`src/rtl/glb_stream_pkg.sv`:
```
// glb_stream_pkg: shared constants, state encoding and token helpers for the
// GLB-side stream sink (17-bit sparse ready/valid stream).
package glb_stream_pkg;

    localparam int DATA_W    = 17;
    localparam int TOKEN_BIT = 16;

    localparam logic [DATA_W-1:0] DONE_TOKEN = 17'h10100;

    typedef enum logic [1:0] {
        IDLE = 2'd0,
        RUN  = 2'd1,
        DONE = 2'd2
    } sink_state_e;

    // STOP token: token bit set and an all-zero upper data byte (level in [7:0]).
    function automatic logic is_stop(input logic [DATA_W-1:0] word);
        return word[TOKEN_BIT] & (word[15:8] == 8'h00);
    endfunction

    // Any token that is neither DONE nor STOP is malformed.
    function automatic logic is_bad_token(input logic [DATA_W-1:0] word);
        return word[TOKEN_BIT] & (word != DONE_TOKEN) & ~is_stop(word);
    endfunction

    // One step of the 16-bit Fibonacci LFSR, taps 16/14/13/11, shifting right.
    function automatic logic [15:0] lfsr_next(input logic [15:0] cur);
        logic fb;
        fb = cur[0] ^ cur[2] ^ cur[3] ^ cur[5];
        return {fb, cur[15:1]};
    endfunction

endpackage

```
`src/rtl/glb_stream_sink_fifo.sv`:
```
// glb_stream_sink_fifo: first-word fall-through FIFO with extra-MSB pointers.
// Full when pointer MSBs differ and the index bits match; empty when equal.
module glb_stream_sink_fifo
    import glb_stream_pkg::*;
#(
    parameter int DEPTH = 16
) (
    input  logic              clk,
    input  logic              rst_n,
    input  logic              flush,
    input  logic              push,
    input  logic [DATA_W-1:0] push_data,
    input  logic              pop,
    output logic [DATA_W-1:0] rd_data,
    output logic              empty,
    output logic              full
);

    localparam int AW = $clog2(DEPTH);

    logic [AW:0]       wr_ptr_q;
    logic [AW:0]       wr_ptr_d;
    logic [AW:0]       rd_ptr_q;
    logic [AW:0]       rd_ptr_d;
    logic [DATA_W-1:0] mem_q [DEPTH];
    logic              push_ok_s;
    logic              pop_ok_s;

    assign empty = (wr_ptr_q == rd_ptr_q);
    assign full  = (wr_ptr_q[AW] != rd_ptr_q[AW]) &&
                   (wr_ptr_q[AW-1:0] == rd_ptr_q[AW-1:0]);

    // A flush cycle neither stores nor retires anything.
    assign push_ok_s = push & ~full & ~flush;
    assign pop_ok_s  = pop & ~empty & ~flush;

    // Head is presented while non-empty; an empty FIFO shows zero.
    assign rd_data = empty ? {DATA_W{1'b0}} : mem_q[rd_ptr_q[AW-1:0]];

    // Pointer next-state: advance on accepted push/pop, wrap naturally.
    always_comb begin
        wr_ptr_d = wr_ptr_q;
        rd_ptr_d = rd_ptr_q;
        if (push_ok_s) begin
            wr_ptr_d = wr_ptr_q + {{AW{1'b0}}, 1'b1};
        end else begin
            wr_ptr_d = wr_ptr_q;
        end
        if (pop_ok_s) begin
            rd_ptr_d = rd_ptr_q + {{AW{1'b0}}, 1'b1};
        end else begin
            rd_ptr_d = rd_ptr_q;
        end
    end

    // Pointer registers with async reset and synchronous flush.
    always_ff @(posedge clk or negedge rst_n) begin
        if (!rst_n) begin
            wr_ptr_q <= {(AW+1){1'b0}};
            rd_ptr_q <= {(AW+1){1'b0}};
        end else if (flush) begin
            wr_ptr_q <= {(AW+1){1'b0}};
            rd_ptr_q <= {(AW+1){1'b0}};
        end else begin
            wr_ptr_q <= wr_ptr_d;
            rd_ptr_q <= rd_ptr_d;
        end
    end

    // Storage array; contents are qualified by the pointers, so no reset.
    always_ff @(posedge clk) begin
        if (push_ok_s) begin
            mem_q[wr_ptr_q[AW-1:0]] <= push_data;
        end
    end

endmodule

```
`src/rtl/glb_stream_sink.sv`:
```
// glb_stream_sink: receive endpoint for the reduce_pe_cluster result stream.
// Buffers accepted words in a FWFT FIFO, classifies tokens, counts words and
// STOP tokens, and measures cycles from first valid to DONE acceptance.
// Optional pseudo-random backpressure: define GLB_STREAM_SINK_RAND_STALL_EN.
module glb_stream_sink
    import glb_stream_pkg::*;
#(
    parameter int          DEPTH = 16,
    parameter logic [15:0] SEED  = 16'hACE1
) (
    input  logic              clk,
    input  logic              rst_n,
    input  logic              flush,
    input  logic [DATA_W-1:0] data,
    input  logic              valid,
    output logic              ready,
    input  logic              rd_en,
    output logic [DATA_W-1:0] rd_data,
    output logic              rd_valid,
    output logic              done,
    output logic [63:0]       cycle_count,
    output logic [15:0]       word_count,
    output logic [15:0]       stop_count,
    output logic              bad_token
);

    sink_state_e state_q;
    sink_state_e state_d;
    logic [63:0] cycle_q;
    logic [63:0] cycle_d;
    logic [15:0] word_cnt_q;
    logic [15:0] word_cnt_d;
    logic [15:0] stop_cnt_q;
    logic [15:0] stop_cnt_d;
    logic        bad_q;
    logic        bad_d;

    logic        fifo_full_s;
    logic        fifo_empty_s;
    logic        lfsr_stall_s;
    logic        ready_s;
    logic        accept_s;
    logic        accept_done_s;

`ifdef GLB_STREAM_SINK_RAND_STALL_EN
    logic [15:0] lfsr_q;

    // Backpressure LFSR: free-running outside reset and flush.
    always_ff @(posedge clk or negedge rst_n) begin
        if (!rst_n) begin
            lfsr_q <= SEED;
        end else if (flush) begin
            lfsr_q <= SEED;
        end else begin
            lfsr_q <= lfsr_next(lfsr_q);
        end
    end

    assign lfsr_stall_s = lfsr_q[0];
`else
    assign lfsr_stall_s = 1'b0;
`endif

    // ready is derived from registered state only; no path from valid.
    assign ready_s       = ~fifo_full_s & (state_q != DONE) & ~lfsr_stall_s;
    assign accept_s      = valid & ready_s & ~flush;
    assign accept_done_s = accept_s & (data == DONE_TOKEN);

    glb_stream_sink_fifo #(
        .DEPTH (DEPTH)
    ) u_fifo (
        .clk       (clk),
        .rst_n     (rst_n),
        .flush     (flush),
        .push      (accept_s),
        .push_data (data),
        .pop       (rd_en),
        .rd_data   (rd_data),
        .empty     (fifo_empty_s),
        .full      (fifo_full_s)
    );

    // FSM next-state plus latency counter; the first-valid cycle is counted
    // so that the total spans first valid through DONE acceptance inclusive.
    always_comb begin
        state_d = state_q;
        cycle_d = cycle_q;
        case (state_q)
            IDLE: begin
                if (valid) begin
                    cycle_d = cycle_q + 64'd1;
                    if (accept_done_s) begin
                        state_d = DONE;
                    end else begin
                        state_d = RUN;
                    end
                end else begin
                    state_d = IDLE;
                end
            end
            RUN: begin
                cycle_d = cycle_q + 64'd1;
                if (accept_done_s) begin
                    state_d = DONE;
                end else begin
                    state_d = RUN;
                end
            end
            DONE: begin
                state_d = DONE;
            end
            default: begin
                state_d = IDLE;
            end
        endcase
    end

    // Saturating word/STOP counters and sticky malformed-token flag.
    always_comb begin
        word_cnt_d = word_cnt_q;
        stop_cnt_d = stop_cnt_q;
        bad_d      = bad_q;
        if (accept_s && !data[TOKEN_BIT] && (word_cnt_q != 16'hFFFF)) begin
            word_cnt_d = word_cnt_q + 16'd1;
        end else begin
            word_cnt_d = word_cnt_q;
        end
        if (accept_s && is_stop(data) && (stop_cnt_q != 16'hFFFF)) begin
            stop_cnt_d = stop_cnt_q + 16'd1;
        end else begin
            stop_cnt_d = stop_cnt_q;
        end
        if (accept_s && is_bad_token(data)) begin
            bad_d = 1'b1;
        end else begin
            bad_d = bad_q;
        end
    end

    // Control and status registers; flush wins over every other update.
    always_ff @(posedge clk or negedge rst_n) begin
        if (!rst_n) begin
            state_q    <= IDLE;
            cycle_q    <= 64'd0;
            word_cnt_q <= 16'd0;
            stop_cnt_q <= 16'd0;
            bad_q      <= 1'b0;
        end else if (flush) begin
            state_q    <= IDLE;
            cycle_q    <= 64'd0;
            word_cnt_q <= 16'd0;
            stop_cnt_q <= 16'd0;
            bad_q      <= 1'b0;
        end else begin
            state_q    <= state_d;
            cycle_q    <= cycle_d;
            word_cnt_q <= word_cnt_d;
            stop_cnt_q <= stop_cnt_d;
            bad_q      <= bad_d;
        end
    end

    assign ready       = ready_s;
    assign rd_valid    = ~fifo_empty_s;
    assign done        = (state_q == DONE);
    assign cycle_count = cycle_q;
    assign word_count  = word_cnt_q;
    assign stop_count  = stop_cnt_q;
    assign bad_token   = bad_q;

endmodule

```
`config.mk`:
```
export PLATFORM = sky130hd
export DESIGN_NAME = glb_stream_sink
export DESIGN_NICKNAME = d
export VERILOG_FILES = /design/src/rtl/glb_stream_pkg.sv /design/src/rtl/glb_stream_sink_fifo.sv /design/src/rtl/glb_stream_sink.sv
export SDC_FILE = /design/constraint.sdc
export NUM_CORES = 1
export LEC_CHECK = 0
export ABC_AREA = 0
export BUFFER_PORTS_ARGS = -buffer_cell sky130_fd_sc_hd__buf_4
export CORE_MARGIN = 8
export CORE_UTILIZATION = 54
export CTS_CLUSTER_DIAMETER = 30
export DETAILED_ROUTE_END_ITERATION = 7
export GPL_TIMING_DRIVEN = 0
export PLACE_DENSITY = 0.76
export SLEW_MARGIN = 0
export SYNTH_ARGS = -nofsm -noshare
export SYNTH_HDL_FRONTEND = slang
export SYNTH_SLANG_ARGS = --single-unit
```
`constraint.sdc`:
```
create_clock -name clk -period 3.4 [get_ports clk]
set_input_delay 0.17 -clock clk [delete_from_list [all_inputs] [get_ports clk]]
set_output_delay 0.17 -clock clk [all_outputs]
set_load 0.05 [all_outputs]
```
==> reports/summary.json <==
{
  "finalWorstPathRequiredPeriod": {"value": 3320, "unit": "ps"},
  "synth_seq_cells": {"value": 381},
  "whs_endpoint": {"value": "u_fifo.rd_ptr_q[0]"},
  "dominant_combinational_cell_family_by_area_after_synthesis": {"value": "multiplexers"},
  "worstPathRequired": {"value": 3230, "unit": "ps"},
  "synth-xor-area-share": {"value": 0.0435},
  "dieArea": {"value": 35600, "unit": "um^2"},
  "dp_hpwl": {"value": 26500, "unit": "um"},
  "finalSetupTns": {"value": 0, "unit": "ps"},
  "cts_buffers": {"value": 69},
  "worst_setup_hold_path_clk_slew": {"value": 50, "unit": "ps"},
  "synth-compound-area-share": {"value": 0.0232},
  "post-synth-top-area-fraction": {"value": 0.507},
  "timing.fmax": {"value": 301, "unit": "MHz"},
  "start_kind": {"value": "flop"},
  "post-route-drc-count": {"value": 0},
  "worst_clock_skew": {"value": 22.9, "unit": "ps"},
  "drt-vias-per-instance": {"value": 6.13},
  "setup.reg_to_reg.worst_slack": {"value": 150, "unit": "ps"},
  "row_count": {"value": 63},
  "path_buf_inv": {"value": 3},
  "yosysWarningCount": {"value": 0},
  "postSynthAreaPerCell": {"value": 15.6, "unit": "um^2"},
  "final.setup.worst_slack": {"value": 78.4, "unit": "ps"},
  "die_w": {"value": 189, "unit": "um"},
  "synthCells": {"value": 1034},
  "cpMostUsedCell": {"value": "sky130_fd_sc_hd__clkbuf_1"},
  "cpLargestDelayFamily": {"value": "buffers and inverters"},
  "number_of_antenna_violations_at_the_first_check_in_global_routing": {"value": 0},
  "global_route_wire_length_before_repair": {"value": 67200, "unit": "um"},
  "ys_async_sr_fraction": {"value": 0.286},
  "dp_slack": {"value": -174, "unit": "ps"},
  "run_status": {"value": "finished clean"},
  "synthSimpleGateAreaFrac": {"value": 0.115},
  "io_pins": {"value": 139},
  "synth_top_cells_by_count": {"value": "sky130_fd_sc_hd__edfxtp_1 (272), sky130_fd_sc_hd__dfrtp_1 (109), sky130_fd_sc_hd__nor2_1 (106), sky130_fd_sc_hd__mux4_2 (85), sky130_fd_sc_hd__xor2_1 (55)"},
  "post_synth_main_area_contributors": {"value": "sky130_fd_sc_hd__edfxtp_1 (51%), sky130_fd_sc_hd__dfrtp_1 (17%), sky130_fd_sc_hd__mux4_2 (12%)"},
  "place.gp.congestion": {"value": 0.843},
  "first_global_vias": {"value": 11200},
  "dr_wl_met3": {"value": 3860, "unit": "um"},
  "power.ir.vdd_worst": {"value": 0.000385, "unit": "V"},
  "min-delay-path-class": {"value": "input pin to flop"},
  "timing.reg2reg.worst_path_depth": {"value": 7},
  "drive_above_1_share": {"value": 0.312},
  "cp_cell_sequence": {"value": "clkbuf_1 -> clkbuf_1 -> mux4_2 -> and2_1 -> buf_4"},
  "met2_length": {"value": 22100, "unit": "um"},
  "postSynth.topFlopCell": {"value": "sky130_fd_sc_hd__edfxtp_1"},
  "share_of_the_clock_period_used_by_the_worst_path_after_layout": {"value": 0.977},
  "whs_path_depth": {"value": 4},
  "groute.usage.overall": {"value": 0.250},
  "wl_met1": {"value": 17100, "unit": "um"},
  "power_leakage": {"value": 7.64, "unit": "nW"},
  "finish.net_count": {"value": 1317},
  "total_inserted_antenna_cells": {"value": 0},
  "cpMaxStageDelayCell": {"value": "sky130_fd_sc_hd__clkbuf_1"},
  "power.density_cell_area": {"value": 662, "unit": "nW/um^2"},
  "route.antenna.remaining_nets": {"value": 0},
  "final_max_slew_viol_count": {"value": 0},
  "cp-end-kind": {"value": "primary output"},
  "cts_max_path_buffers": {"value": 3},
  "routed_wire_length_per_instance": {"value": 25.8, "unit": "um"},
  "dr.max_layer_used": {"value": "met4"},
  "synth_top_area_cell": {"value": "sky130_fd_sc_hd__edfxtp_1"},
  "globalRoute.totalOverflow": {"value": 0},
  "hp-start": {"value": "rd_en"},
  "tritoncts": {"value": "yes"},
  "netlist_area": {"value": 16100, "unit": "um^2"},
  "muxShareOfSynthArea": {"value": 0.122},
  "tritoncts_num_sinks": {"value": 381},
  "synth-edff-count": {"value": 272},
  "timing_hold_violations_final": {"value": 0},
  "synthAdderAreaFrac": {"value": 0.00622},
  "mappedNetlistNets": {"value": 1064},
  "clk-insertion-delay-late": {"value": 590, "unit": "ps"},
  "routed-via-count": {"value": 10600},
  "grt_max_degree": {"value": 61},
  "buffer_type_at_the_clock_tree_root": {"value": "sky130_fd_sc_hd__clkbuf_16"},
  "initial_standard_cell_utilization_of_the_core": {"value": 0.546},
  "cap_viol_max_count": {"value": 0},
  "synth_sequential_area_ratio": {"value": 0.677},
  "core": {"value": 29500, "unit": "um^2"},
  "r2r-end": {"value": "u_fifo.mem_q[4][1]"},
  "rsz0062_at_grt": {"value": "no"},
  "regToRegStartpoint": {"value": "u_fifo.rd_ptr_q[0]"},
  "max_slew.worst_pin.slew": {"value": 1220, "unit": "ps"},
  "worst-path-max-fanout": {"value": 10},
  "cp_data_arrival_time": {"value": 3150, "unit": "ps"},
  "ys_types": {"value": 49},
  "yosys.cell_count.top_type": {"value": "sky130_fd_sc_hd__edfxtp_1"},
  "timing_worst_setup_path_type": {"value": "flop to primary output"},
  "dieHeight": {"value": 189, "unit": "um"},
  "syn_to_final_growth": {"value": 29.2, "unit": "%"},
  "final-setup-viol-count": {"value": 0},
  "drtIter0Drc": {"value": 989},
  "place.port_buffers": {"value": 137},
  "cp_slowest_stage_delay": {"value": 730, "unit": "ps"},
  "slew_headroom": {"value": 0.189},
  "detail_route.first_pass.iterations": {"value": 7},
  "wl": {"value": 44700, "unit": "um"},
  "h_tree_level_count": {"value": 3}
}
cell usage in the layout (no fill, tap or decap), types with 5 or more instances in the layout:
cell                            count
sky130_fd_sc_hd__nor3_1            15
sky130_fd_sc_hd__edfxtp_1         272
sky130_fd_sc_hd__inv_1              8
sky130_fd_sc_hd__bufinv_16         10
sky130_fd_sc_hd__nor2_1            97
sky130_fd_sc_hd__a21oi_1           22
sky130_fd_sc_hd__clkinv_1           5
sky130_fd_sc_hd__dlygate4sd3_1     18
sky130_fd_sc_hd__inv_6              9
sky130_fd_sc_hd__clkinv_2           8
sky130_fd_sc_hd__buf_16             5
sky130_fd_sc_hd__xnor2_1           25
sky130_fd_sc_hd__and3_1            22
sky130_fd_sc_hd__buf_1              5
sky130_fd_sc_hd__mux4_2            85
sky130_fd_sc_hd__or3_1             16
sky130_fd_sc_hd__xor2_1            55
sky130_fd_sc_hd__nand4_1           38
sky130_fd_sc_hd__dfrtp_1          108
sky130_fd_sc_hd__nand2_1           49
sky130_fd_sc_hd__ha_1               8
sky130_fd_sc_hd__clkinv_4           7
sky130_fd_sc_hd__clkbuf_16         70
sky130_fd_sc_hd__and2_1            21
sky130_fd_sc_hd__o31ai_1            6
sky130_fd_sc_hd__clkinvlp_4         6
sky130_fd_sc_hd__buf_8              7
sky130_fd_sc_hd__buf_6             11
sky130_fd_sc_hd__o21ai_0           18
sky130_fd_sc_hd__nor2_4             5
sky130_fd_sc_hd__nand3_1           42
sky130_fd_sc_hd__buf_4            149
sky130_fd_sc_hd__nor4_1            10
sky130_fd_sc_hd__and4_1             9
sky130_fd_sc_hd__clkbuf_1          28
sky130_fd_sc_hd__clkbuf_2           8
sky130_fd_sc_hd__o211ai_1           5
final cells by class:
cell class,count,area (um^2)
fillers,1899,8690
inverters,8,30.0
multi-input cells,597,5100
repair buffers,184,1630
flip-flops and latches,381,10900
well taps,390,488
plain buffers,46,213
clock inverters,52,656
clock buffers,75,1770
worst max-delay path by stage:
| stage | slack, ps | depth (start not counted) | to | from |
|---|---|---|---|---|
| 3_5_place_dp | -170 | 9 | u_fifo.mem_q[1][4] | u_fifo.wr_ptr_q[3] |
| 4_1_cts | 8 | 6 | rd_data[16] | u_fifo.rd_ptr_q[1] |
| 5_1_grt | 9 | 8 | rd_data[3] | u_fifo.rd_ptr_q[1] |
| 3_3_place_gp | -1660 | 7 | u_fifo.mem_q[0][1] | u_fifo.wr_ptr_q[3] |
| 2_1_floorplan | 220 | 7 | u_fifo.mem_q[0][0] | u_fifo.wr_ptr_q[3] |
| 6_report | 80 | 5 | rd_data[10] | u_fifo.rd_ptr_q[3] |
per-layer routing:
metal / vias up / GRT usage
li1: 4521 / -
met1: 5374 / 0.312
met2: 597 / 0.410
met3: 132 / 0.0643
met4: 0 / 0.107
met5: - / 0
timing repair:
action / 4_1_cts / 5_1_grt
pin swaps: 1 / 2
buffers inserted: 1 / 5
hold buffers: 18 / 0
resized for setup: 23 / 8
gates cloned: 0 / 0
endpoints found under the hold margin: 323 / 0
endpoints found under the setup margin: 101 / 124
power breakdown:
group	switching, W	total (W)	internal (W)
registers	0.0000353	0.00507	0.00503
logic	0.000945	0.00156	0.000618
clock network	0.00252	0.00714	0.00462
worst register-to-register path: cells and delay by family (launching register included):
kind,cells,cell delay (ps)
xor gates and xnor gates,1,310
and+or+nand+nor,3,1100
buffers and inverters,2,540
AOI/OAI and AO/OA,1,400
DFF,1,590
cells by family (layout without fill, tap and decap cells):
logic type / Yosys count / after routing
xor+xnor: 80 / 80
mux: 89 / 89
fa+ha+maj: 8 / 8
simple gates: 358 / 358
flops: 381 / 381
buf+inv: 56 / 365
compound gates: 62 / 62
sequential cells by signal (all words and copies together) (netlist names):
register and count:
u_fifo.mem_q 272, cycle_count 64, u_fifo.wr_ptr_q 5, state_q 2, bad_token 1, stop_count 16
word_count 16, u_fifo.rd_ptr_q 5
metrics by stage:
step	area, um^2	hold slack [ps]	total power, W	std cells	util
CTS	20700	19.7	0.0138	1728	0.703
floorplan	16100	-126	0.00614	1034	-
global placement	17600	471	0.00659	1561	0.598
finish	20800	68.6	0.0138	1733	0.705
global route	20800	66.3	0.0141	1733	0.705
detailed placement	18000	243	0.00663	1584	0.612
Power figures use the tool's default switching activity.
